<file path="config.mk">
export PLATFORM = sky130hd
export DESIGN_NAME = radix_stream_parser
export DESIGN_NICKNAME = d
export VERILOG_FILES = /design/src/rtl/radix_parser_pkg.sv /design/src/rtl/char_to_digit.sv /design/src/rtl/radix_stream_parser.sv
export SDC_FILE = /design/constraint.sdc
export NUM_CORES = 1
export LEC_CHECK = 0
export ABC_CLOCK_PERIOD_IN_PS = 6700
export BUFFER_PORTS_ARGS = -buffer_cell sky130_fd_sc_hd__clkbuf_2
export CAP_MARGIN = 30
export CORE_ASPECT_RATIO = 0.7
export CORE_MARGIN = 2
export CORE_UTILIZATION = 42
export CTS_CLUSTER_DIAMETER = 120
export DETAILED_ROUTE_END_ITERATION = 6
export PLACE_DENSITY = 0.61
export SLEW_MARGIN = 15
export SYNTH_ARGS = -nofsm -noshare
export SYNTH_HDL_FRONTEND = slang
export SYNTH_SLANG_ARGS = --single-unit
</file>
<file path="constraint.sdc">
create_clock -name clk -period 6.7 [get_ports clk]
set_input_delay 0.67 -clock clk [delete_from_list [all_inputs] [get_ports clk]]
set_output_delay 0.67 -clock clk [all_outputs]
set_load 0.005 [all_outputs]
</file>
<file path="src/rtl/radix_parser_pkg.sv">
// Shared constants and types for the radix stream parser.
//   - ASCII codes for digit ranges and legal field terminators
//   - FSM state encoding
//   - radix select encodings (radix_dec input / latched radix)
package radix_parser_pkg;

  localparam logic [7:0] CH_0     = 8'h30;
  localparam logic [7:0] CH_9     = 8'h39;
  localparam logic [7:0] CH_A     = 8'h41;
  localparam logic [7:0] CH_F     = 8'h46;
  localparam logic [7:0] CH_a     = 8'h61;
  localparam logic [7:0] CH_f     = 8'h66;
  localparam logic [7:0] CH_COMMA = 8'h2C;
  localparam logic [7:0] CH_STAR  = 8'h2A;
  localparam logic [7:0] CH_CR    = 8'h0D;
  localparam logic [7:0] CH_LF    = 8'h0A;

  typedef enum logic [1:0] {
    IDLE  = 2'd0,
    ACCUM = 2'd1,
    HOLD  = 2'd2
  } state_t;

  localparam logic RADIX_HEX = 1'b0;
  localparam logic RADIX_DEC = 1'b1;

endpackage

</file>
<file path="src/rtl/char_to_digit.sv">
// Combinational ASCII character classifier.
//   in_char       : ASCII character (B bits)
//   radix_dec     : 0 = hex (letters a-f / A-F are digits), 1 = decimal
//   is_digit      : character is a digit in the selected radix
//   value         : digit value 0..15 (0 when not a digit)
//   is_legal_term : character is ',', '*', CR or LF
module char_to_digit
  import radix_parser_pkg::*;
#(
  parameter int B = 8
) (
  input  logic [B-1:0] in_char,
  input  logic         radix_dec,
  output logic         is_digit,
  output logic [3:0]   value,
  output logic         is_legal_term
);

  always_comb begin
    is_digit = 1'b0;
    value    = 4'd0;
    if (in_char >= B'(CH_0) && in_char <= B'(CH_9)) begin
      is_digit = 1'b1;
      value    = 4'(in_char - B'(CH_0));
    end else if (radix_dec == RADIX_HEX && in_char >= B'(CH_A) && in_char <= B'(CH_F)) begin
      is_digit = 1'b1;
      value    = 4'(in_char - B'(CH_A) + B'(10));
    end else if (radix_dec == RADIX_HEX && in_char >= B'(CH_a) && in_char <= B'(CH_f)) begin
      is_digit = 1'b1;
      value    = 4'(in_char - B'(CH_a) + B'(10));
    end
  end

  assign is_legal_term = (in_char == B'(CH_COMMA)) || (in_char == B'(CH_STAR)) ||
                         (in_char == B'(CH_CR))    || (in_char == B'(CH_LF));

endmodule

</file>
<file path="src/rtl/radix_stream_parser.sv">
// Character-serial hex/decimal field parser for the NMEA character stream.
// Accumulates digits into an L*B-bit value; the first non-digit ends the
// field and the result is held until the downstream handshake.
//   clk, rst_n   : clock, async active-low reset
//   flush        : synchronous abort back to IDLE (highest priority)
//   radix_dec    : radix for the next field, latched on its first character
//   in_valid/in_ready/in_char : character input handshake
//   out_valid/out_ready       : result handshake
//   num, digit_count, overflow, bad_char : field result and flags
//
// state | meaning
// IDLE  | waiting for the first character of a field
// ACCUM | at least one digit taken, accumulating
// HOLD  | result presented, waiting for out_ready
module radix_stream_parser
  import radix_parser_pkg::*;
#(
  parameter int B  = 8,
  parameter int L  = 4,
  parameter int CW = 8
) (
  input  logic           clk,
  input  logic           rst_n,
  input  logic           flush,
  input  logic           radix_dec,
  input  logic           in_valid,
  output logic           in_ready,
  input  logic [B-1:0]   in_char,
  output logic           out_valid,
  input  logic           out_ready,
  output logic [L*B-1:0] num,
  output logic [CW-1:0]  digit_count,
  output logic           overflow,
  output logic           bad_char
);

  localparam int W = L * B;
  localparam logic [CW-1:0] CNT_MAX = '1;

  state_t        state_q, state_d;
  logic [W-1:0]  acc_q;
  logic [CW-1:0] cnt_q;
  logic          ovf_q;
  logic          radix_q;

  logic          radix_eff;
  logic          is_digit;
  logic [3:0]    digit_val;
  logic          is_legal_term;
  logic          accept;
  logic [W+3:0]  acc_ext;
  logic [W+3:0]  prod;

  assign in_ready  = (state_q != HOLD) && !flush;
  assign out_valid = (state_q == HOLD);
  assign accept    = in_valid && in_ready;

  // The first character of a field is classified with the live radix input;
  // later characters use the radix latched with that first digit.
  assign radix_eff = (state_q == IDLE) ? radix_dec : radix_q;

  char_to_digit #(.B(B)) u_char_to_digit (
    .in_char       (in_char),
    .radix_dec     (radix_eff),
    .is_digit      (is_digit),
    .value         (digit_val),
    .is_legal_term (is_legal_term)
  );

  // Four guard bits hold the carry-out of one step for both x10 and x16.
  assign acc_ext = {4'b0, acc_q};
  assign prod    = ((radix_q == RADIX_DEC) ? ((acc_ext << 3) + (acc_ext << 1))
                                           : (acc_ext << 4))
                 + (W + 4)'(digit_val);

  always_ff @(posedge clk or negedge rst_n) begin
    if (!rst_n) state_q <= IDLE;
    else        state_q <= state_d;
  end

  always_comb begin
    state_d = state_q;
    if (flush) begin
      state_d = IDLE;
    end else begin
      case (state_q)
        IDLE:    if (accept) state_d = is_digit ? ACCUM : HOLD;
        ACCUM:   if (accept && !is_digit) state_d = HOLD;
        HOLD:    if (out_ready) state_d = IDLE;
        default: state_d = IDLE;
      endcase
    end
  end

  always_ff @(posedge clk or negedge rst_n) begin
    if (!rst_n) begin
      acc_q       <= '0;
      cnt_q       <= '0;
      ovf_q       <= 1'b0;
      radix_q     <= RADIX_HEX;
      num         <= '0;
      digit_count <= '0;
      overflow    <= 1'b0;
      bad_char    <= 1'b0;
    end else if (flush) begin
      acc_q <= '0;
      cnt_q <= '0;
      ovf_q <= 1'b0;
    end else begin
      case (state_q)
        IDLE: begin
          if (accept) begin
            if (is_digit) begin
              acc_q   <= W'(digit_val);
              cnt_q   <= CW'(1);
              ovf_q   <= 1'b0;
              radix_q <= radix_dec;
            end else begin
              num         <= '0;
              digit_count <= '0;
              overflow    <= 1'b0;
              bad_char    <= !is_legal_term;
            end
          end
        end
        ACCUM: begin
          if (accept) begin
            if (is_digit) begin
              acc_q <= prod[W-1:0];
              if (prod[W+3:W] != 4'd0) ovf_q <= 1'b1;
              if (cnt_q != CNT_MAX) cnt_q <= cnt_q + CW'(1);
            end else begin
              num         <= acc_q;
              digit_count <= cnt_q;
              overflow    <= ovf_q;
              bad_char    <= !is_legal_term;
            end
          end
        end
        HOLD: begin
          if (out_ready) begin
            acc_q <= '0;
            cnt_q <= '0;
            ovf_q <= 1'b0;
          end
        end
        default: begin
          acc_q <= '0;
          cnt_q <= '0;
          ovf_q <= 1'b0;
        end
      endcase
    end
  end

endmodule

</file>
Word level (Yosys, flattened, before mapping)
Cells that the tools add are included.
{"block": "totals", "output_inout_bits": 44, "regBits": 86, "input_bits": 14, "elab_cells": 123}
{"block": "classes", "n_reduce_logical": 25, "n_addsub": 8, "bitwise_logic": 3, "n_lt_le_gt_ge": 6, "eq_ne": 20, "mux": 52}
{"op": "32-bit two-way mux", "n": 10}
{"op": "32-bit case mux with 3 select lines", "n": 1}
{"op": "8-bit two-way mux", "n": 11}
{"op": "32-bit case mux with 2 select lines", "n": 1}
{"op": "35-bit by 33-bit adder with 36-bit output", "n": 1}
{"op": "36-bit by 4-bit adder with 36-bit output", "n": 1}
{"op": "36-bit two-way mux", "n": 1}
{"op": "8-bit case mux with 3 select lines", "n": 1}
{"op": "3-bit inequality test, second input constant", "n": 7}
{"op": "6-bit AND reduction", "n": 3}
{"op": "8-bit by 4-bit equality test with 1-bit output, second input constant", "n": 2}
{"op": "8-bit by 6-bit equality test with 1-bit output, second input constant", "n": 2}
{"op": "8-bit by 7-bit >= comparator with 1-bit output, second input constant", "n": 2}
{"op": "8-bit by 7-bit less-or-equal comparator with 1-bit output, second input constant", "n": 2}
{"op": "8-bit case mux with 2 select lines", "n": 1}
{"op": "1-bit two-way mux", "n": 15}
{"op": "4-bit two-way mux", "n": 3}
{"op": "4-bit by 1-bit subtractor with 4-bit output, second input constant", "n": 3}
{"op": "2-bit two-way mux", "n": 5}
{"op": "2-bit inequality test, second input constant", "n": 5}
{"op": "4-bit adder, second input constant", "n": 2}
{"op": "8-bit by 1-bit adder with 8-bit output, second input constant", "n": 1}
{"op": "8-bit by 6-bit >= comparator with 1-bit output, second input constant", "n": 1}
{"op": "8-bit by 6-bit less-or-equal comparator with 1-bit output, second input constant", "n": 1}
{"op": "18 further kinds", "n": 32}

Logic depth before layout (Yosys ltp)
Gate-level depths: netlist of the first run.
{"block": "depth", "ltp_word": 15, "depth_mapped": 20, "mapped_depth_nobuf": 19}

Modules after synthesis
From an unflattened synthesis of the first run, not the netlist that was laid out.
{"block": "hier_totals", "hier_cells": 850, "area_unflattened_um2": 6900.4}
{"module": "radix_stream_parser", "cells_each": 822, "seq_area_each_um2": 2152.1, "area_each_um2": 6658.9, "n_inst": 1}
{"module": "char_to_digit", "cells_each": 28, "seq_area_each_um2": 0.0, "area_each_um2": 241.5, "n_inst": 1}

Worst setup path after synthesis of the first run
Ideal clock, no wire load.
{"block": "synth_timing", "path_kind": "input to register", "startpoint": "in in_char[0]", "endpoint": "reg acc_q[28]", "path_buffers": 0, "setup_time_ps": 121, "arrival_time_ps": 4461, "path_slack_ps": 2118, "stages": 16, "required_ps": 6579, "path_cell_list": "inv_1 ha_1 o21bai_1 a2111oi_1 o21ai_0 o21ai_0 ha_1 a21o_1 a21oi_1 or3_1 or3_4 or4_4 nor4_4 nand2_1 xnor2_1 a22o_1"}
{"block": "synth_via", "elab_chain_len": 11, "elab_cells_between_ends": 30, "classes_between": "6 x add/sub; 6 x order compare; 2 x eq/ne; 10 x mux; 6 x reduce/logical"}
{"element": "start: declaration", "line_no": "radix_stream_parser.sv:28", "source": "input logic [B-1:0] in_char,"}
{"element": "branches (longest 11 deep; another with 36-bit by 4-bit adder with 36-bit output)"}
{"element": "end signal: assignment", "line_no": "radix_stream_parser.sv:114", "source": "acc_q <= W'(digit_val);"}
{"element": "end signal: assignment", "line_no": "radix_stream_parser.sv:129", "source": "acc_q <= prod[W-1:0];"}
{"element": "end: declaration", "line_no": "radix_stream_parser.sv:41", "source": "logic [W-1:0] acc_q;"}
Parallel ways; which one is timed is not known. The select of a mux whose other input is x is not followed.
A chain may end at the register's enable or synchronous reset.

Final worst setup path of the first run
{"block": "layout_timing", "startpoint": "reg radix_q", "endpoint": "reg acc_q[30]"}
{"block": "layout_via", "elab_chain_len": 12, "elab_cells_between_ends": 21, "classes_between": "1 x add/sub; 2 x eq/ne; 12 x mux; 1 x bitwise; 5 x reduce/logical"}
{"element": "start: declaration", "line_no": "radix_stream_parser.sv:44", "source": "logic radix_q;"}
{"element": "start signal: assignment", "line_no": "radix_stream_parser.sv:117", "source": "radix_q <= radix_dec;"}
{"element": "1-bit two-way mux", "line_no": "radix_stream_parser.sv:60", "source": "assign radix_eff = (state_q == IDLE) ? radix_dec : radix_q;"}
{"element": "1-bit NOT", "line_no": "char_to_digit.sv:25, char_to_digit.sv:28"}
{"element": "1-bit logical AND (2 in series)", "line_no": "char_to_digit.sv:28", "source": "end else if (radix_dec == RADIX_HEX && in_char >= B'(CH_a) && in_char <= B'(CH_f)) begin"}
{"element": "4-bit two-way mux", "line_no": "char_to_digit.sv:28"}
{"element": "4-bit two-way mux", "line_no": "char_to_digit.sv:25", "source": "end else if (radix_dec == RADIX_HEX && in_char >= B'(CH_A) && in_char <= B'(CH_F)) begin"}
{"element": "4-bit two-way mux", "line_no": "char_to_digit.sv:22", "source": "if (in_char >= B'(CH_0) && in_char <= B'(CH_9)) begin"}
{"element": "36-bit by 4-bit adder with 36-bit output", "line_no": "radix_stream_parser.sv:74", "source": "+ (W + 4)'(digit_val);"}
{"element": "32-bit two-way mux", "line_no": "radix_stream_parser.sv:128", "source": "if (is_digit) begin"}
{"element": "32-bit two-way mux", "line_no": "radix_stream_parser.sv:127", "source": "if (accept) begin"}
{"element": "32-bit case mux with 3 select lines", "line_no": "radix_stream_parser.sv:110", "source": "case (state_q)"}
{"element": "32-bit two-way mux", "line_no": "radix_stream_parser.sv:105", "source": "end else if (flush) begin"}
Several ways; a longest one is shown, not always the timed one. The select of a mux whose other input is x is not followed.

==> impl_metrics.json, run 1 <==
{
  "design.final.nets": 946,
  "slowest_delay_ps": 550,
  "timing.final.setup_violations": 0,
  "drive_gt1_share_pct": 12.93,
  "relSlewSlack_pct": 30.29,
  "starting_utilization_of_the_core_area_pct": 42.85,
  "clock_sink_count": 86,
  "synth_seq_cells": 86,
  "rsz0062_at_grt": "false",
  "grt_util_all_layers_pct": 22.31,
  "detailedRoute.firstPassIterationCount": 5,
  "worst_ir_drop_vdd_uv": 114.6,
  "cell_mode_on_critical_path": "o21ai_0",
  "area_added_between_synthesis_and_finish_pct": 11.09,
  "power.density_nw_per_um2": 158.7,
  "cts_setup_buffers": 0,
  "finalHoldViolations": 0,
  "route.met3.wl_mm": 1.078,
  "timing.critical_path.arrival_ps": 4730,
  "grt_antenna_before_repair": 0,
  "grt_first_pass_wirelength_mm": 31.36,
  "netlist-cell-type-count": 79,
  "finalWeightedCongestion": 0.8856,
  "chipWidth_um": 157.9,
  "mean_cell_area_of_the_mapped_netlist_um2": 8.059,
  "register_clock_pin_slew_on_the_reported_worst_setup_and_hold_paths_ps": 60,
  "met2_length_mm": 7.110,
  "floorplan.io_pins": 58,
  "wl_per_cell_um": 17.02,
  "h-tree-depth": 3,
  "synthTopCellsByCount": "160 x nand2_1, 86 x dfrtp_1, 78 x o21ai_0",
  "critical_path.startpoint_type": "flop",
  "synth.area.top_cells": "dfrtp_1 31%, nand2_1 8.6%, ha_1 6.8%",
  "finalMaxSlewViolations": 0,
  "hpwlAfterDp_mm": 14.53,
  "post_drt_via_cell_ratio": 5.759,
  "vias": 6462,
  "worst_slack_ps": 2213,
  "post_cts_resized": 0,
  "cts_hold_buf": 0,
  "die_h_um": 111.7,
  "worstPathRequired_ps": 6950,
  "cts_made_buffers": 9,
  "clock_skew_ps": 3.922,
  "worst_path_max_delay_cell": "or4_4",
  "rows": 39,
  "drt.antenna.violating_nets": 0,
  "static_leakage_power_nw": 3.422,
  "synth_top_flop_cell": "dfrtp_1",
  "max_clock_freq_mhz": 222.8,
  "insertion_delay_ps": 340,
  "drv.max_cap_violation_count": 0,
  "async_flop_share_pct": 100.0,
  "coreArea_um2": 16250,
  "yosys_warnings": 0,
  "cp_max_fo": 49,
  "synth_edf_count": 0,
  "floorplan.die_area_um2": 17640,
  "place_ws_ps": 1464,
  "first_global_vias": 5685,
  "drt_first_iter_violations": 759,
  "cts_tree": "built",
  "yosys.area.top_type_share_pct": 30.91,
  "final_period_demand_of_the_worst_path_ps": 4487,
  "overflow": 0,
  "holdWs_ps": 201.3,
  "cp-end-kind": "flop",
  "status": "completed",
  "syn_nets": 918,
  "netlist_area_um2": 6963,
  "topRoutingLayerUsed": "met4",
  "grt_max_degree": 68,
  "cp_cell_sequence": "buf_4, mux2i_1, and3_1, nor2b_1, o21ai_0, o21ai_0, ha_1, a21o_1, a21oi_1, or3_1, or3_4, or4_4, nor4_4, nand3_2, xor2_1, o31ai_2",
  "antenna_cells_inserted": 0,
  "timing.setup.critical_path_class": "flop to flop",
  "final.period_utilization_pct": 66.98,
  "netlist_instances": 864,
  "max-clock-path-buffers": 2,
  "yosysSeqAreaShare_pct": 30.91,
  "route.layer.met1.wl_mm": 10.79,
  "netlist.top_cell.by_area": "dfrtp_1",
  "timing_worst_slew_pin_value_ps": 1019,
  "post-route-drc-count": 0,
  "root_buffer_cell": "clkbuf_16",
  "post-synth-top-count-cell": "nand2_1",
  "finalWirelength_mm": 19.09,
  "port_buffers": 57,
  "hold_class": "input pin to async pin",
  "totalNegativeSetupSlack_ps": 0,
  "report.power.total_mw": 1.228
}
## worst max-delay path, delay by kind of cell, from the launching register on
family,cells,cell delay [ps]
AOI/OAI and AO/OA,5,650
adders and majority gates,1,310
muxes,1,150
DFF,1,320
and+or+nand+nor,7,2320
buffers and inverters,1,470
xor gates and xnor gates,1,180
## worst paths after layout
path,startpoint,to,slack (ps),cells after the start
worst max register to register,radix_q$_DFFE_PN0P_,acc_q[30]$_DFFE_PN0P_,2210,16
worst max-delay path,radix_q$_DFFE_PN0P_,acc_q[30]$_DFFE_PN0P_,2210,16
worst min-delay path,rst_n,state_q[0]$_DFFE_PN0P_,200,1
min in group clk,bad_char$_DFFE_PN0P_,bad_char$_DFFE_PN0P_,470,1
max in group asynchronous,rst_n,acc_q[5]$_DFFE_PN0P_,5390,2
worst min register to register,bad_char$_DFFE_PN0P_,bad_char$_DFFE_PN0P_,470,1
## layout by cell type (no fill, tap or decap), types with 10 or more instances in the layout
cell,count
nor3_1,19
nor2b_1,10
ha_1,38
nand3_1,21
nor2_1,55
a22o_1,19
and2_1,10
xnor2_1,19
and3_1,10
nand4_1,15
a21oi_1,50
nand2_1,160
mux2i_1,14
o21ai_0,78
clkbuf_2,57
xor2_1,17
dfrtp_1,86
inv_1,16
o31ai_1,10
a21o_1,15
## routing by layer
layer	up-vias	GRT usage (%)
met5	-	0
met4	0	4.182
met2	174	28.58
met3	9	2.530
met1	3032	38.74
li1	3247	-
## flip-flops by register name, indices dropped and copies added (netlist names)
signal / flops
acc_q: 32
num: 32
cnt_q: 8
digit_count: 8
state_q: 2
bad_char: 1
overflow: 1
ovf_q: 1
radix_q: 1
## where the power goes
group | total, mW | switching [mW] | leakage [nW] | internal, mW
sequential | 0.534 | 0.00766 | 1.19 | 0.526
clock | 0.523 | 0.209 | 0.158 | 0.314
combinational | 0.171 | 0.130 | 2.07 | 0.0410
total | 1.23 | 0.347 | 3.42 | 0.881
## through the flow
step	instance area, um^2	instances	util, %
3_3_place_gp	7413	1105	45.62
3_5_place_dp	7413	1105	45.62
2_1_floorplan	6963	864	-
5_1_grt	7735	1122	47.60
4_1_cts	7730	1121	47.57
6_report	7735	1122	47.60
## cell type report
type                       instances  area [um^2]
inverter                          16        60.06
tap                              225        281.5
fill                            1634         8514
clock inverter                     5        63.81
clock buffer                      11        252.7
timing repair buffer              65        345.3
multi-input combinational        714         4579
sequential                        86         2152
## cells by family (layout without fill, tap and decap cells)
family                     Yosys count  in the layout  share of synthesized area (%)
AOI/OAI and AO/OA                  269            269                          26.31
xor gates and xnor gates            36             36                          4.528
adders and majority gates           40             40                          7.403
buffers and inverters               64             97                          3.540
DFF                                 86             86                          30.91
muxes                               19             19                          2.821
and+or+nand+nor                    350            350                          24.49
(Power assumes the default switching activity.)
==> inputs of run 2 (changes only) <==
--- a/config.mk
+++ b/config.mk
@@ -5,7 +5,7 @@
 export SDC_FILE = /design/constraint.sdc
 export NUM_CORES = 1
 export LEC_CHECK = 0
-export ABC_CLOCK_PERIOD_IN_PS = 6700
+export ABC_CLOCK_PERIOD_IN_PS = 3800
 export BUFFER_PORTS_ARGS = -buffer_cell sky130_fd_sc_hd__clkbuf_2
 export CAP_MARGIN = 30
 export CORE_ASPECT_RATIO = 0.7
@@ -13,7 +13,7 @@
 export CORE_UTILIZATION = 42
 export CTS_CLUSTER_DIAMETER = 120
 export DETAILED_ROUTE_END_ITERATION = 6
-export PLACE_DENSITY = 0.61
+export PLACE_DENSITY = 0.64
 export SLEW_MARGIN = 15
 export SYNTH_ARGS = -nofsm -noshare
 export SYNTH_HDL_FRONTEND = slang
==> constraint.sdc (replaced) <==
create_clock -name clk -period 3.8 [get_ports clk]
set_input_delay 0.38 -clock clk [delete_from_list [all_inputs] [get_ports clk]]
set_output_delay 0.38 -clock clk [all_outputs]
set_load 0.005 [all_outputs]
==> impl_metrics.json, run 2 (synthesis results as in run 1) <==
{
  "status": "completed",
  "switching_share_pct": 27.61,
  "timing.critical_path.arrival_ps": 3990,
  "root_buffer_cell": "clkbuf_16",
  "post_drt_via_cell_ratio": 5.717,
  "finalWirelength_mm": 20.56,
  "drt.antenna.violating_nets": 0,
  "rsz0062_at_grt": "true",
  "internal_power_mw": 1.635,
  "hpwlAfterDp_mm": 15.70,
  "power.net_switching_uw": 623.6,
  "finalHoldViolations": 0,
  "detailedRoute.firstPassIterationCount": 5,
  "comb_power_share_pct": 15.7,
  "final.period_utilization_pct": 98.66,
  "coreArea_um2": 16250,
  "cts_tree": "built",
  "critical_path.reg2reg.startpoint": "acc_q[2]$_DFFE_PN0P_",
  "placement.cell_area_um2": 7930,
  "floorplan.die_area_um2": 17640,
  "area_added_between_synthesis_and_finish_pct": 21.94,
  "worst_path_max_delay_cell": "or4_4",
  "first_global_vias": 6003,
  "cts_made_buffers": 9,
  "critical_path.startpoint_type": "input pin",
  "overflow": 0,
  "clock_skew_ps": 7.512,
  "worst_ir_drop_vdd_uv": 189.0,
  "cp-end-kind": "flop",
  "cts_hold_buf": 0,
  "insertion_delay_ps": 340,
  "clock_sink_count": 86,
  "h-tree-depth": 3,
  "max-clock-path-buffers": 2,
  "chipWidth_um": 157.9,
  "drt_first_iter_violations": 618,
  "cell_mode_on_critical_path": "or3_4",
  "holdWs_ps": 56.75,
  "sequentialPowerShare_pct": 41.6,
  "r2r_end": "acc_q[30]$_DFFE_PN0P_",
  "layout.cells.most_common": "nand2_1",
  "starting_utilization_of_the_core_area_pct": 42.85,
  "filler_cell_count": 1550,
  "place_ws_ps": -375.6,
  "clock_network_fraction_of_total_power_pct": 42.7,
  "design_area_um2": 8491,
  "worstPathRequired_ps": 4040,
  "drv.max_cap_violation_count": 0,
  "hold_class": "input pin to async pin",
  "final_period_demand_of_the_worst_path_ps": 3749,
  "port_buffers": 57,
  "timing.setup.critical_path_class": "input pin to flop",
  "register_clock_pin_slew_on_the_reported_worst_setup_and_hold_paths_ps": 60,
  "wl_per_cell_um": 17.25,
  "grt_first_pass_wirelength_mm": 32.94,
  "top_regs": "acc_q x32, num x32",
  "regToRegSetupSlack_ps": 50,
  "design.final.nets": 1016,
  "rows": 39,
  "floorplan.io_pins": 58,
  "max_clock_freq_mhz": 266.7,
  "grt_max_degree": 86,
  "relSlewSlack_pct": 59.16,
  "drive_gt1_share_pct": 22.13,
  "worst_slack_ps": 51.05,
  "slowest_delay_ps": 550,
  "finalWeightedCongestion": 0.9441,
  "power.density_nw_per_um2": 266.0,
  "final_cell_mix": "160 x nand2_1, 85 x dfrtp_1, 75 x buf_4, 73 x o21ai_0, 55 x clkbuf_2",
  "grt_antenna_before_repair": 0,
  "finalCoreUtilization_pct": 52.25,
  "vias": 6815,
  "ff2ff_path_depth": 13,
  "grt_util_all_layers_pct": 23.45,
  "cp_cell_sequence": "clkbuf_4, inv_12, ha_4, o21bai_2, a2111oi_4, a22o_1, ha_1, a21o_1, a21oi_2, or3_4, or3_4, or4_4, nor4_4, buf_6, nand3_4, xor2_1, o31ai_2",
  "antenna_cells_inserted": 0,
  "finalMaxSlewViolations": 0,
  "cp_max_fo": 6,
  "die_h_um": 111.7,
  "timing.final.setup_violations": 0,
  "report.power.total_mw": 2.258,
  "timing_worst_slew_pin_value_ps": 612.6,
  "post-route-drc-count": 0,
  "static_leakage_power_nw": 3.801
}
## run 2: cell types whose count changed in the layout (fill, tap and decap cells not counted), sizes merged
| cell | previous run | this run |
|---|---|---|
| clkinvlp | 0 | 1 |
| bufinv | 1 | 2 |
| clkinv | 1 | 2 |
| inv | 19 | 17 |
| buf | 8 | 79 |
| clkbuf | 68 | 66 |
## run 2: power groups by stage
| stage | clock (mW) | combinational, mW | sequential, mW |
|---|---|---|---|
| after floorplan | 0 | 0.221 | 0.956 |
| after global placement | 0 | 0.337 | 0.955 |
| after detailed placement | 0 | 0.343 | 0.955 |
| after CTS | 0.975 | 0.344 | 0.939 |
| after global routing | 1.02 | 0.389 | 0.941 |
| final | 0.965 | 0.354 | 0.940 |
## run 2: area by class of cell
class	instances	area, um^2	area share, %
clock inverters	6	93.84	1.105
well taps	225	281.5	3.316
flip-flops and latches	86	2153	25.36
repair buffers	135	908.4	10.70
inverters	16	72.57	0.8547
clock buffers	10	239.0	2.815
multi-input cells	714	4742	55.85
## run 2: timing repair
action | 4_1_cts | 5_1_grt
setup endpoints to repair | 3 | 10
pin swaps | 2 | 17
buffers inserted | 0 | 12
gates resized for setup | 3 | 31
## run 2: layer usage
metal,up-vias,track usage [%],share of wire [%]
met4,0,3.273,0.54
met3,11,3.854,7.2
met2,235,30.09,37
met1,3204,40.35,55
li1,3365,-,-
met5,-,0,0
## run 2: per-stage QoR
stage          cells  setup TNS, ps
6_report        1192              0
5_1_grt         1192         -311.0
4_1_cts         1180              0
3_5_place_dp    1164          -2733
3_3_place_gp    1163          -2024
2_1_floorplan    864         -377.9
## run 2: critical path: cells and delay by family
| family | cells | cell delay, ps |
|---|---|---|
| fa+ha+maj | 2 | 310 |
| xor+xnor | 1 | 150 |
| compound gates | 6 | 1230 |
| buf+inv | 3 | 380 |
| simple gates | 5 | 1520 |
## run 2: worst max-delay path by stage
stage | from | to | depth (start not counted)
after floorplan | in_char[1] | acc_q[28]$_DFFE_PN0P_ | 19
after global placement | in_char[1] | acc_q[30]$_DFFE_PN0P_ | 17
after detailed placement | in_char[1] | acc_q[30]$_DFFE_PN0P_ | 17
after CTS | state_q[1]$_DFFE_PN0P_ | acc_q[30]$_DFFE_PN0P_ | 17
after global routing | in_char[1] | acc_q[29]$_DFFE_PN0P_ | 20
final | in_char[1] | acc_q[30]$_DFFE_PN0P_ | 17
